===== src/rtl/riscv_pkg.sv =====
// Shared RV32I load/store encodings, MEM-stage FSM states and bus request payload.
package riscv_pkg;

  localparam int unsigned WORD_W = 32;
  localparam int unsigned STRB_W = WORD_W / 8;

  localparam logic [2:0] F3_B  = 3'b000;
  localparam logic [2:0] F3_H  = 3'b001;
  localparam logic [2:0] F3_W  = 3'b010;
  localparam logic [2:0] F3_BU = 3'b100;
  localparam logic [2:0] F3_HU = 3'b101;

  typedef enum logic [1:0] {IDLE, REQ, RESP, DONE} mau_state_t;

  typedef struct packed {
    logic [WORD_W-1:0] addr;
    logic              we;
    logic [STRB_W-1:0] wstrb;
    logic [WORD_W-1:0] wdata;
  } mem_req_t;

  // Byte enables for a legal store at the given byte offset.
  function automatic logic [STRB_W-1:0] store_strb(input logic [2:0] f3, input logic [1:0] off);
    case (f3)
      F3_B:    return 4'b0001 << off;
      F3_H:    return 4'b0011 << off;
      default: return 4'b1111;
    endcase
  endfunction

  // Store data replicated across every lane it could land in.
  function automatic logic [WORD_W-1:0] store_data(input logic [2:0] f3, input logic [WORD_W-1:0] d);
    case (f3)
      F3_B:    return {4{d[7:0]}};
      F3_H:    return {2{d[15:0]}};
      default: return d;
    endcase
  endfunction

endpackage


===== src/rtl/lsu_load_align.sv =====
// Selects the addressed byte/half lane of a read word and sign- or zero-extends it.
module lsu_load_align
  import riscv_pkg::*;
(
  input  logic [2:0]        funct3,
  input  logic [1:0]        byte_off,
  input  logic [WORD_W-1:0] word,
  output logic [WORD_W-1:0] data_c
);

  logic [7:0]  lane_b;
  logic [15:0] lane_h;

  always_comb begin
    lane_b = 8'h00;
    lane_h = byte_off[1] ? word[31:16] : word[15:0];
    case (byte_off)
      2'd0: lane_b = word[7:0];
      2'd1: lane_b = word[15:8];
      2'd2: lane_b = word[23:16];
      2'd3: lane_b = word[31:24];
      default: lane_b = 8'h00;
    endcase
  end

  always_comb begin
    data_c = word;
    case (funct3)
      F3_B:    data_c = {{24{lane_b[7]}}, lane_b};
      F3_H:    data_c = {{16{lane_h[15]}}, lane_h};
      F3_BU:   data_c = {24'h000000, lane_b};
      F3_HU:   data_c = {16'h0000, lane_h};
      default: data_c = word;
    endcase
  end

endmodule


===== src/rtl/mem_access_unit.sv =====
// MEM-stage load/store engine: issues one valid/ready bus transaction per access and
// stalls the pipeline until the access completes.
module mem_access_unit
  import riscv_pkg::*;
#(
  parameter int unsigned XLEN = 32
) (
  input  logic            clk,
  input  logic            rst_n,
  input  logic            MemReadM,
  input  logic            MemWriteM,
  input  logic [2:0]      funct3M,
  input  logic [XLEN-1:0] ALUResultM,
  input  logic [XLEN-1:0] WriteDataM,
  output logic            mem_req_valid,
  input  logic            mem_req_ready,
  output logic [XLEN-1:0] mem_addr,
  output logic            mem_we,
  output logic [3:0]      mem_wstrb,
  output logic [XLEN-1:0] mem_wdata,
  input  logic            mem_rsp_valid,
  input  logic [XLEN-1:0] mem_rdata,
  output logic [XLEN-1:0] ReadDataM,
  output logic            StallM,
  output logic            FlushW,
  output logic            MisalignM
);

  mau_state_t        state;
  mem_req_t          req_q;
  logic [2:0]        f3_q;
  logic [1:0]        off_q;
  logic [XLEN-1:0]   rdata_q;
  logic              mis_c;
  logic              op_c;
  logic [XLEN-1:0]   load_c;

  // Alignment and funct3 legality; a load wins when both strobes are set.
  always_comb begin
    mis_c = 1'b0;
    if (MemReadM) begin
      case (funct3M)
        F3_B, F3_BU: mis_c = 1'b0;
        F3_H, F3_HU: mis_c = ALUResultM[0];
        F3_W:        mis_c = |ALUResultM[1:0];
        default:     mis_c = 1'b1;
      endcase
    end else if (MemWriteM) begin
      case (funct3M)
        F3_B:    mis_c = 1'b0;
        F3_H:    mis_c = ALUResultM[0];
        F3_W:    mis_c = |ALUResultM[1:0];
        default: mis_c = 1'b1;
      endcase
    end
  end

  assign MisalignM = mis_c;
  assign op_c      = (MemReadM | MemWriteM) & ~mis_c;
  assign StallM    = op_c & (state != DONE);
  assign FlushW    = StallM;

  always_ff @(posedge clk or negedge rst_n) begin
    if (!rst_n) begin
      state         <= IDLE;
      req_q         <= '0;
      mem_req_valid <= 1'b0;
      f3_q          <= 3'b000;
      off_q         <= 2'b00;
      rdata_q       <= '0;
    end else begin
      case (state)
        IDLE: if (op_c) begin
          state         <= REQ;
          mem_req_valid <= 1'b1;
          req_q.addr    <= {ALUResultM[XLEN-1:2], 2'b00};
          req_q.we      <= ~MemReadM;
          req_q.wstrb   <= MemReadM ? 4'b0000 : store_strb(funct3M, ALUResultM[1:0]);
          req_q.wdata   <= MemReadM ? '0 : store_data(funct3M, WriteDataM);
          f3_q          <= funct3M;
          off_q         <= ALUResultM[1:0];
        end
        REQ: if (mem_req_ready) begin
          mem_req_valid <= 1'b0;
          state         <= req_q.we ? DONE : RESP;
        end
        RESP: if (mem_rsp_valid) begin
          rdata_q <= mem_rdata;
          state   <= DONE;
        end
        DONE:    state <= IDLE;
        default: state <= IDLE;
      endcase
    end
  end

  assign mem_addr  = req_q.addr;
  assign mem_we    = req_q.we;
  assign mem_wstrb = req_q.wstrb;
  assign mem_wdata = req_q.wdata;

  lsu_load_align u_align (
    .funct3   (f3_q),
    .byte_off (off_q),
    .word     (rdata_q),
    .data_c   (load_c)
  );

  assign ReadDataM = (state == DONE) ? load_c : '0;

endmodule

===== config.mk =====
export PLATFORM = sky130hd
export DESIGN_NAME = mem_access_unit
export DESIGN_NICKNAME = d
export VERILOG_FILES = /design/src/rtl/riscv_pkg.sv /design/src/rtl/lsu_load_align.sv /design/src/rtl/mem_access_unit.sv
export SDC_FILE = /design/constraint.sdc
export NUM_CORES = 1
export LEC_CHECK = 0
export ABC_CLOCK_PERIOD_IN_PS = 2300
export CORE_AREA = 2 2 119 121
export DETAILED_ROUTE_END_ITERATION = 10
export DIE_AREA = 0 0 121 123
export GPL_TIMING_DRIVEN = 0
export PLACE_DENSITY = 0.77
export SLEW_MARGIN = 15
export SYNTH_ARGS = -nofsm -noshare
export SYNTH_HDL_FRONTEND = slang
export SYNTH_SLANG_ARGS = --single-unit

===== constraint.sdc =====
create_clock -name clk -period 2.3 [get_ports clk]
set_input_delay 0.345 -clock clk [delete_from_list [all_inputs] [get_ports clk]]
set_output_delay 0.345 -clock clk [all_outputs]
set_load 0.005 [all_outputs]

# Word-level counts from Yosys, hierarchy flattened
# Index checks and enable logic that the tools add are counted.
[op_classes]
n_eq_ne = 17
n_shift = 2
mux = 20
bitwise_logic = 5
reduce_logical = 12
[op_table]
columns = ["operator", "n"]
rows = [
  ["$pmux 32 s4", 1],
  ["$mux 32", 2],
  ["$pmux 32 s2", 1],
  ["$pmux 8 s4", 1],
  ["$mux 16", 1],
  ["$eq 3x3->1 const B", 4],
  ["$eq 2x2->1 const B", 4],
  ["$ne 2x2->1 const B", 4],
  ["$pmux 2 s4", 1],
  ["$pmux 4 s2", 1],
  ["$eq 3x1->1 const B", 2],
  ["$logic_not 3->1", 2],
  ["$mux 2", 3],
  ["$pmux 1 s3", 2],
  ["$reduce_and 3->1", 2],
  ["$reduce_or 2->1", 3],
  ["$mux 1", 5],
  ["$eq 2x1->1 const B", 2],
  ["$logic_not 2->1", 2],
  ["$mux 4", 1],
  ["$reduce_and 2->1", 2],
  ["$shl 1x2->4 const A", 1],
  ["$shl 2x2->4 const A", 1],
  ["$eq 3x2->1 const B", 1],
  ["5 further kinds", 7],
]
[totals]
reg_bits = 107
inputBits = 105
output_inout_bits = 105

# Longest topological paths before layout
[logic_depth]
ltp_word = 8
ltp_mapped = 6
ltp_nobuf = 5

# By module
# Synthesis repeated with hierarchy kept, for this count alone.
[hier_totals]
cells_unflattened = 494
hier_area_um2 = 5529.1
[modules_own_cells]
columns = ["module", "n_inst", "cells_per_inst", "area_per_inst_um2", "seq_area_each_um2"]
rows = [
  ["mem_access_unit", 1, 384, 4879.7, 2677.6],
  ["lsu_load_align", 1, 110, 649.4, 0.0],
]

# Least setup slack after synthesis
# OpenSTA, ideal clock, no wires.
[synth_timing]
kind = "register -> output"
from = "register state[0]"
to = "output ReadDataM[21]"
t_arrival_ns = 1.549
t_required_ns = 1.955
setup_slack_ns = 0.406
stages_incl_launch_ff = 7
path_buffers = 3
path_cell_list = "dfrtp_1 > ha_1 > clkbuf_1 > and2_0 > buf_1 > clkbuf_1 > a21o_1"
[synth_between]
elab_chain_cells = 2
[synth_rtl]
columns = ["element", "line", "text"]
rows = [
  ["from (decl)", "mem_access_unit.sv:29", "mau_state_t state;"],
  ["from (signal assigned)", "mem_access_unit.sv:85", "state <= req_q.we ? DONE : RESP;"],
  ["$eq 2x2->1", "mem_access_unit.sv:109", "assign ReadDataM = (state == DONE) ? load_c : '0;"],
  ["$mux 32", "mem_access_unit.sv:109", ""],
  ["to (decl)", "mem_access_unit.sv:23", "output logic [XLEN-1:0] ReadDataM,"],
]
# Every way passes these cells.

# Worst setup path after layout
[layout_timing]
from = "register off_q[1]"
to = "output ReadDataM[13]"
[layout_between]
elab_chain_cells = 4
word_cells_on_any_way = 8
cone_classes = "3 x eq/ne; 4 x mux; 1 x reduce/logical"
[layout_rtl]
columns = ["element", "line", "text"]
rows = [
  ["from (decl)", "mem_access_unit.sv:32", "logic [1:0] off_q;"],
  ["from (signal assigned)", "mem_access_unit.sv:81", "off_q <= ALUResultM[1:0];"],
  ["$eq 2x2->1 (tied with other cells)", "lsu_load_align.sv:17", "case (byte_off)"],
  ["$pmux 8 s4", "lsu_load_align.sv:17", ""],
  ["$pmux 32 s4 *", "lsu_load_align.sv:28", "case (funct3)"],
  ["$mux 32 *", "mem_access_unit.sv:109", ""],
]
# Mark *: on every way between the ends. The rest lies on a longest branch, timed or not.

==> flow_summary_export.csv <==
group,metric,value,unit
route,wl,15900,um
cts,clk_latency,0.35,ns
finish,antenna_cells,0,
min_path,holdCritStartpoint,"ALUResultM[1]",
floorplanning,num_rows,43,
placed_design,place.gp.congestion,0.846,
yosys,synth_area_per_cell,11.9,sq um
route,route.detailed.drc,0,
finish,postLayoutCellArea,8270,sq um
setup_path,crit_path_max_incr_delay,0.45,ns
sta,tightest_slew,0.721,ns
finish,layout.nets,793,
sta,maxSlewHeadroom,0.519,
yosys,synth-edff-count,0,
route,vias,4466,
power,powerDensity,1270,nW/um^2
power,p_leak,0.00392,uW
route,via_per_inst,5.14,
floorplanning,die_w,121,um
yosys,syn_inst,450,
route,drtAntennaViolNets,0,
cts,cts_tree,"built",
cts,clockBufferDepth,2,
min_path,min_path_type,"input pin to flip-flop",
placed_design,io_buffers,204,
setup_path,crit_path_end_kind,"output pin",
yosys,synthFlopType,"dfrtp_1",
sta,maxSlewViolCount,0,
power,vdd_drop_max,0.463,mV
setup_path,crit_chain,"mux2_4 > mux2i_1 > o31a_1 > buf_12 > buf_6 > a21oi_2 > buf_2",
placed_design,pre_cts_ws,-0.620,ns
floorplanning,coreArea,13600,sq um
route,first_pass_iters,4,
yosys,ys_warn_count,0,
global_route,grt_max_degree,59,
setup_path,path_max_fanout,8,
sta,finClkSkew,0.00915,ns
finish,syn2layout_area_growth,55.0,%
sta,min_period_over_period,1.00,
placed_design,dpl_cell_area,7640,sq um
yosys,netlist_area,5340,sq um
outcome,status,"finished, violations left",
setup_path,worst_path_max_delay_cell,"dfrtp_2",
yosys,synth.distinct_cells,40,
global_route,grt_pass1_vias,4762,
cts,path_clk_slew,0.07,ns
setup_path,r2r_start,"state[0]",
setup_path,crit_arrival,1.96,ns
cts,cts_buffers,9,
setup_path,reg2reg_depth,6,
floorplanning,die_area,14900,sq um
cts,cts-root-buf,"clkbuf_16",
finish,drive_gt1_frac,0.302,
yosys,async_flop_share,1.00,
min_path,whs_path_depth,2,
outcome,violations,"setup timing",
setup_path,required,1.96,ns
route,drtIter0Drc,229,
global_route,grt.overflow.total,0,
sta,fin_crit,2.30,ns
floorplanning,pin_count,210,
finish,stdcell_count,869,
sta,setup_violations,1,
sta,max_freq,434,MHz
global_route,grt_use_total,0.211,
setup_path,path_class,"flip-flop to output pin",
route,wl_per_cell,18.3,um
sta,setup_tns,-0.00366,ns
cts,cts.sinks,107,
floorplanning,start_util,0.392,
setup_path,start_kind,"flip-flop",
yosys,synth-seq-cells,107,
sta,rsz0062_at_grt,"true",
sta,hold_viol,0,
setup_path,startpoint,"off_q[1]",
global_route,grt_pass1_wl,24500,um
sta,setup_slack,-0.00366,ns
global_route,antenna_found_initial,0,
floorplanning,die_h,123,um
cts,htree_num_levels,3,
yosys,ys_seq_area_frac,0.502,
job,drv_cap,0,
placed_design,dpl.cell_count,836,
placed_design,hpwlAfterDp,11500,um
-- kinds of logic (layout without fill, tap and decap cells) --
| kind of cell | count (synthesis) | count (layout) | synth area share |
|---|---|---|---|
| AO/OA/AOI/OAI | 115 | 115 | 0.153 |
| adder cells (fa/ha/maj) | 4 | 4 | 0.00938 |
| buffers and inverters | 49 | 287 | 0.0443 |
| flip-flops | 107 | 107 | 0.502 |
| multiplexers | 94 | 94 | 0.217 |
| other | 1 | 2 | 0.000703 |
| AND/OR/NAND/NOR | 80 | 80 | 0.0736 |
-- synth_stat cells (2+ instances only) --
cell type,count,share of area
dfrtp_1,107,0.50
mux2_2,43,0.091
nand2_1,34,0.024
mux2_4,33,0.093
o21ai_0,29,0.027
a21oi_1,20,0.019
a21o_1,19,0.027
mux2i_1,18,0.034
a22o_1,17,0.028
or2_2,16,0.019
clkbuf_1,15,0.011
nor2_1,15,0.011
inv_1,14,0.0098
nand2b_1,9,0.011
a31oi_1,8,0.0094
o221a_2,7,0.015
buf_1,6,0.0042
buf_2,6,0.0056
buf_4,4,0.0056
buf_6,4,0.0084
ha_1,4,0.0094
a21boi_0,2,0.0028
nor2b_1,2,0.0023
o21a_1,2,0.0028
-- final cells by class --
| cell class | count | area [sq um] |
|---|---|---|
| clock inverters | 6 | 80.1 |
| well taps | 180 | 225 |
| clock buffers | 10 | 229 |
| flip-flops and latches | 107 | 2680 |
| fillers | 1093 | 5340 |
| repair buffers | 228 | 2200 |
| plain buffers | 29 | 191 |
| multi-input cells | 295 | 2610 |
| inverters | 14 | 52.6 |
-- final timing paths --
path                                  to  slack, ns
setup / recovery           ReadDataM[13]     -0.004
hold / removal                  off_q[1]       0.42
setup reg to reg              rdata_q[2]       0.30
hold reg to reg             mem_wstrb[2]       0.48
max in group asynchronous       off_q[0]       1.15
min in group asynchronous  mem_wdata[19]       0.50
-- registers in the layout, summed over array words and instances, names as in the netlist --
register / count
rdata_q: 32
mem_wstrb: 4
off_q: 2
mem_req_valid: 1
f3_q: 3
state: 2
mem_addr: 30
mem_wdata: 32
mem_we: 1
-- what timing repair did --
action                                  CTS  global route
pin swaps                                12            15
hold endpoints to repair                 49             0
hold buffers                              1             0
gates cloned                              0             0
resized for setup                        94            73
endpoints found under the setup margin   35            33
setup buffers                            12            10
-- stage by stage --
stage	hold slack, ns	total power [uW]	util
final	0.423	10500	0.608
after global routing	0.430	11100	0.608
after CTS	0.455	10200	0.601
after detailed placement	0.323	8270	0.561
after global placement	0.463	8110	0.559
after floorplan	0.0494	5700	-
-- cell usage in the layout, fill, tap and decap left out, types with 5 or more instances in the layout --
| cell | synthesis | layout |
|---|---|---|
| clkdlybuf4s50_1 | 0 | 168 |
| dfrtp_1 | 107 | 103 |
| mux2_4 | 33 | 41 |
| mux2_2 | 43 | 35 |
| nand2_1 | 34 | 34 |
| o21ai_0 | 29 | 29 |
| a21o_1 | 19 | 19 |
| buf_4 | 4 | 19 |
| mux2i_1 | 18 | 18 |
| a22o_1 | 17 | 17 |
| or2_2 | 16 | 16 |
| inv_1 | 14 | 14 |
| clkbuf_2 | 0 | 13 |
| buf_6 | 4 | 12 |
| buf_2 | 6 | 12 |
| a21oi_1 | 20 | 12 |
| clkbuf_16 | 0 | 9 |
| a21oi_2 | 1 | 8 |
| clkbuf_1 | 15 | 8 |
| nand2b_1 | 9 | 8 |
| o221a_2 | 7 | 7 |
| nor2_4 | 0 | 6 |
| dlygate4sd2_1 | 0 | 6 |
| clkdlybuf4s15_1 | 0 | 6 |
| nor2_1 | 15 | 5 |
| a31oi_1 | 8 | 5 |
-- layer usage --
layer / up-vias / wire length (um) / GRT usage
met3: 21 / 1140 / 0.0544
met4: 0 / 247 / 0.0705
met5: - / 0 / 0
met1: 2222 / 6530 / 0.257
li1: 2056 / - / -
met2: 167 / 8010 / 0.365
-- critical path: cells and delay by family (launching register included) --
kind                   cells  cell delay [ns]
multiplexers               2             0.54
flip-flops                 1             0.45
buffers and inverters      3             0.38
AO/OA/AOI/OAI              2             0.24
-- where the power goes --
part           switching (uW)  internal (uW)  leakage, uW
clock                     691            948     0.000156
sequential                665           2800      0.00133
combinational            2100           3270      0.00244
total                    3450           7020      0.00392
No activity file was read; power rests on OpenSTA's default activity.
==> variant 1 (config.mk and constraints unchanged) <==
Make the reset (`rst_n`) synchronous in one clocked block.
--- a/src/rtl/mem_access_unit.sv
+++ b/src/rtl/mem_access_unit.sv
@@ -60,7 +60,7 @@
   assign StallM    = op_c & (state != DONE);
   assign FlushW    = StallM;
 
-  always_ff @(posedge clk or negedge rst_n) begin
+  always_ff @(posedge clk) begin
     if (!rst_n) begin
       state         <= IDLE;
       req_q         <= '0;
Function: differs if rst_n is asserted again (counterexample within 4 cycles, from zero or initial values and one cycle with rst_n low); with rst_n held inactive, the same outputs for 4 cycles.
==> variant 1 against the original RTL <==
The flow still finishes with violations (negative setup slack); sequential cell count is the same; area after synthesis shrank 0.30%; first-iteration DRC count up 43%; synthesized cell count up 44%; worst setup slack worse by 0.013 ns; routed wire length rose by 7.7%; clock skew decreased by 0.0016 ns; design area decreased by 1.1%.
Power is not compared: it rests on default switching activity, and its combinational part moved more than twofold at a synthesized area within 25%.
==> variant 1: results (changes against the original RTL) <==
Worst setup path
  – Reg2Reg Depth: 6 (unchanged)
  – Crit. Startpoint: off_q[1]
  – Crit-path slowest cell: o41a_1
  – Worst reg2reg setup slack: 0.37 ns (+0.07 ns)
  – FF-to-FF End: mem_wdata[31]
  – Reg2Reg Launch Point: state[0]
  – Critical Path Fanout Max: 8 (unchanged)
  – Delay-heaviest family, CP: compound AO/OA/AOI/OAI gates
  – Crit path to: ReadDataM[12]
  – Slowest Stage Delay on Critical Path: 0.41 ns (-0.04 ns)

Timing
  – Final WS setup: -0.0169 ns (-0.0132 ns)
  – Slew headroom: 0.525 (+0.00547)
  – Post-Route Setup TNS: -0.0353 ns (-0.0317 ns)
  – Setup Skew: 0.00753 ns (-0.00162 ns)
  – # setup viols final: 3 (+2)

Flow run
  – Max_cap viols: 0 (unchanged)

Placed design
  – GPL Wtd Cong: 0.874 (+3.3%)
  – Inst Count DP: 1035 (+24%)
  – Dpl hpwl: 12300 um (+7.3%)

Logic synthesis
  – Syn Area/Cell: 8.18 um^2 (-31%)
  – Yosys cell types: 43 (+7.5%)
  – Main flop type after synthesis: dfxtp_1
  – Synth top area cells: dfxtp_1, nand2_1, mux2i_1
  – Commonest cells post-synth: nand2_1, dfxtp_1, mux2i_1
  – Async set-or-reset flop fraction in the synthesized netlist: 0 (-1.00)
  – Sequential element share of the synthesized area: 0.403 (-0.0991)

Worst hold path
  – Min-delay src: ALUResultM[0]
  – Hold Crit Depth: 3 (+1)
  – Hold Path Sink: off_q[0]
  – Worst Hold Class: in -> reg

Route
  – Drt first pass iters: 5 (+1)
  – Detail-routed via count per cell: 5.06 (-1.5%)
  – Initial DRC count: 327 (+43%)
  – Wire per inst: 16.1 um (-12%)
  – Routed via count: 5383 (+21%)

Clocking
  – CTS clk-pin slew, worst paths: 0.08 ns
  – Root buf cell: clkbuf_16
  – # resized after CTS: 111 (+18%)
  – Postcts setup bufs: 7 (-5)

Final layout
  – Nets: 987 (+24%)
  – Fraction of layout cells with a size suffix above 1: 0.142 (-0.160)
  – # fillers: 1224 (+12%)
  – ANT cells: 0 (unchanged)

GRT
  – Pin count of the biggest net entering global routing: 20 (-66%)
  – First-pass GRT wire length: 26100 um (+6.6%)
  – GR Util All Layers: 0.223 (+0.0117)
  – Via count of the first global-routing pass: 5194 (+9.1%)

Status
  – Status: complete, but fails checks
  – Failing checks: negative setup slack
==> variant 1: cell types whose count changed in the layout (fill, tap and decap cells not counted), moves of 17 or more <==
cell	unedited run	this run
mux2_2	35	15
o22ai_1	0	19
mux2_4	41	1
dfxtp_1	0	102
a21boi_0	1	32
clkbuf_1	8	29
nand2_1	34	216
a22o_1	17	0
mux2i_1	18	64
dfrtp_1	103	0
==> variant 1: cells by family after synthesis <==
logic type	count (synthesis)	share of synthesized area
and+or+nand+nor	268	0.203
AOI/OAI and AO/OA	122	0.156
DFF	107	0.403
muxes	81	0.156
buffers and inverters	67	0.0717
adders and majority gates	4	0.00941
other	1	0.000705
==> variant 1: cell type report <==
type | instances | area share
Timing Repair Buffer | 221 | 0.261
Clock inverter | 7 | 0.00734
Clock buffer | 9 | 0.0275
Tap cell | 180 | 0.0275
Inverter | 12 | 0.00551
Buffer | 50 | 0.0421
Sequential cell | 107 | 0.263
Multi-Input combinational cell | 477 | 0.366
==> variant 1: layer usage <==
| layer | wire length, um | track usage | vias to the layer above |
|---|---|---|---|
| li1 | - | - | 2626 |
| met5 | 0 | 0 | - |
| met3 | 1310 | 0.0609 | 21 |
| met2 | 8240 | 0.379 | 189 |
| met4 | 285 | 0.0727 | 0 |
| met1 | 7300 | 0.274 | 2547 |
==> variant 1: through the flow <==
stage               instance area, um^2  utilization  power (uW)  hold slack [ns]  worst slack [ns]
finish                             8180        0.601        5350            0.267           -0.0169
global route                       8180        0.601        5620            0.272           -0.0579
CTS                                8080        0.594        5330            0.253            -0.166
detailed placement                 7590        0.558        3730            0.450            -0.840
global placement                   7590        0.558        3720            0.442            -0.785
floorplan                          5320            -        3060            0.440             0.294
==> variant 2 (same flow settings) <==
Without the edit above. Re-encode `mau_state_t` (4 states) as one-hot, 4 bits wide.
--- a/src/rtl/riscv_pkg.sv
+++ b/src/rtl/riscv_pkg.sv
@@ -10,7 +10,7 @@
   localparam logic [2:0] F3_BU = 3'b100;
   localparam logic [2:0] F3_HU = 3'b101;
 
-  typedef enum logic [1:0] {IDLE, REQ, RESP, DONE} mau_state_t;
+  typedef enum logic [3:0] {IDLE = 4'b0001, REQ = 4'b0010, RESP = 4'b0100, DONE = 4'b1000} mau_state_t;
 
   typedef struct packed {
     logic [WORD_W-1:0] addr;
Formal check against the unedited RTL: same outputs for any inputs over 4 cycles, from zero or initial values and one cycle with rst_n low; so few cycles prove little.
==> variant 2 against the original RTL <==
The run still ends with negative setup slack left; largest power group unchanged; area after synthesis is 2.6% higher; die area stayed put; power is 35% lower; cell count is 1.3% higher; largest cell class is now multi-input combinational cells; worst setup slack worse by 0.31 ns; sequential cell count is 2 higher; routed wire length is 13% higher; highest routed layer unchanged; combinational power is 49% lower; design area is 6.0% higher; non-clock buffer count is 29 higher.
==> variant 2: results (changes against the original RTL) <==
Logic synthesis
  – Sequential element share of the synthesized area: 0.499 (-0.00324)
  – Yosys warnings: 0 (unchanged)
  – Async set-or-reset flop fraction in the synthesized netlist: 1.00 (unchanged)
  – Commonest cells post-synth: dfrtp_1, mux2_2, o2bb2ai_1
  – Synth top area cells: dfrtp_1, mux2_2, mux2i_1
  – Yosys cell types: 46 (+15%)

Final layout
  – Nets: 801 (+1.0%)
  – Fraction of layout cells with a size suffix above 1: 0.380 (+0.0781)
  – ANT cells: 0 (unchanged)
  – # fillers: 997 (-8.8%)

Clocking
  – Htree depth: 3 (unchanged)
  – Clock Tree Buf Depth: 2 (unchanged)
  – Clk_lat worst skew: 0.36 ns
  – CTS clk-pin slew, worst paths: 0.07 ns (about the same)
  – TritonCTS Buffers: 9 (unchanged)
  – Root buf cell: clkbuf_16

Route
  – WL final: 18000 um (+13%)
  – Initial DRC count: 462 (+100%)
  – Detail-routed via count per cell: 5.42 (+5.4%)
  – Post-DRT Antenna Nets: 0 (unchanged)
  – Drt first pass iters: 4 (unchanged)

Worst hold path
  – Hold Crit Depth: 2 (unchanged)
  – Worst Hold Class: in -> reg

GRT
  – GR Util All Layers: 0.229 (+0.0181)
  – Via count of the first global-routing pass: 4852 (+1.9%)
  – First-pass GRT wire length: 26200 um (+6.9%)
  – Pin count of the biggest net entering global routing: 70 (+19%)
  – Initial antenna violation count: 0 (unchanged)

Placed design
  – Dpl hpwl: 11900 um (+3.7%)
  – GPL Wtd Cong: 0.903 (+6.7%)
  – Number of buffers added on ports: 205 (+0.49%)
  – Dpl ws: -0.702 ns (-0.0826 ns)
  – Post-DP Area: 7780 um^2 (+1.9%)

Worst setup path
  – Arr. time, crit path: 2.26 ns (+0.30 ns)
  – Reg2Reg Depth: 6 (unchanged)
  – Critical Path Fanout Max: 8 (unchanged)

Timing
  – Setup Skew: 0.0106 ns (+0.00146 ns)
  – Hold Fails Final Rpt: 0 (unchanged)
  – Post-Route Setup TNS: -6.80 ns (-6.80 ns)
  – Slew headroom: 0.453 (-0.0667)
  – # setup viols final: 33 (+32)
  – Final WS setup: -0.310 ns (-0.306 ns)

Power
  – Leak: 0.00381 uW (-2.8%)
  – Max IR drop VDD: 0.685 mV (+48%)

Status
  – Failing checks: negative setup slack
  – Status: complete, but fails checks
==> variant 2: cell types whose count changed after synthesis, sizes merged, moves of 9 or more <==
cell     change
nor2         -9
o2bb2ai     +28
a22o        -17
or2         -16
nand2       -24
o21ai       -10
nand3       +16
a21oi       -17
mux2        +23
a21o        -16
==> variant 2: layer usage <==
metal  share of wire  up-vias  global-route usage  wire length [um]
li1                -     2117                   -                 -
met1            0.40     2358               0.283              7170
met2            0.48      240               0.378              8710
met3           0.081       54              0.0743              1470
met4           0.037        0              0.0821               668
met5               0        -                   0                 0
==> variant 2: path summary, 6_finish.rpt <==
kind / start / end / slack (ns)
setup / recovery: state[3] / ReadDataM[23] / -0.31
hold / removal: ALUResultM[0] / off_q[0] / 0.42
setup reg to reg: state[1] / rdata_q[25] / 0.15
hold reg to reg: mem_wstrb[1] / mem_wstrb[1] / 0.49
max in group asynchronous: rst_n / state[0] / 1.14
min in group asynchronous: rst_n / rdata_q[11] / 0.46
==> variant 2: cell families (layout without fill, tap and decap cells) <==
family	after synthesis	count (layout)	synth area share
other cells	1	2	0.000685
xor+xnor	1	1	0.00160
buf+inv	50	313	0.0498
mux	125	125	0.253
flops	109	109	0.499
compound gates	81	81	0.122
simple gates	69	69	0.0741
==> variant 2: cell type report <==
class	count	share of cell area
clock inverters	2	0.00200
clock buffers	13	0.0308
plain buffers	35	0.0295
flip-flops and latches	109	0.311
inverters	12	0.00514
repair buffers	251	0.273
multi-input cells	278	0.323
well taps	180	0.0257
==> variant 2: stage by stage <==
stage                util  cells
floorplan               -    437
global placement    0.570    822
detailed placement  0.572    823
CTS                 0.628    871
global route        0.644    880
finish              0.644    880
==> variant 2: timing repair <==
action                     CTS  global route
hold endpoints to repair    40             0
resized for setup          223            33
setup endpoints to repair   35           102
buffers inserted            33            16
cloned                       1             0
pin swaps                   12            11
hold buffers                 1             0
==> variant 2: worst max-delay path, stage by stage, from the launching register on <==
cell	delay, ns
dfrtp_2	0.45
or4b_4	0.50
or3_4	0.39
buf_8	0.14
buf_12	0.13
o21ai_2	0.16
buf_2	0.14
==> variant 2: where the power goes <==
part	switching (uW)	internal, uW	leakage [uW]
logic	1090	1630	0.00226
clock network	698	823	0.000142
registers	274	2340	0.00141
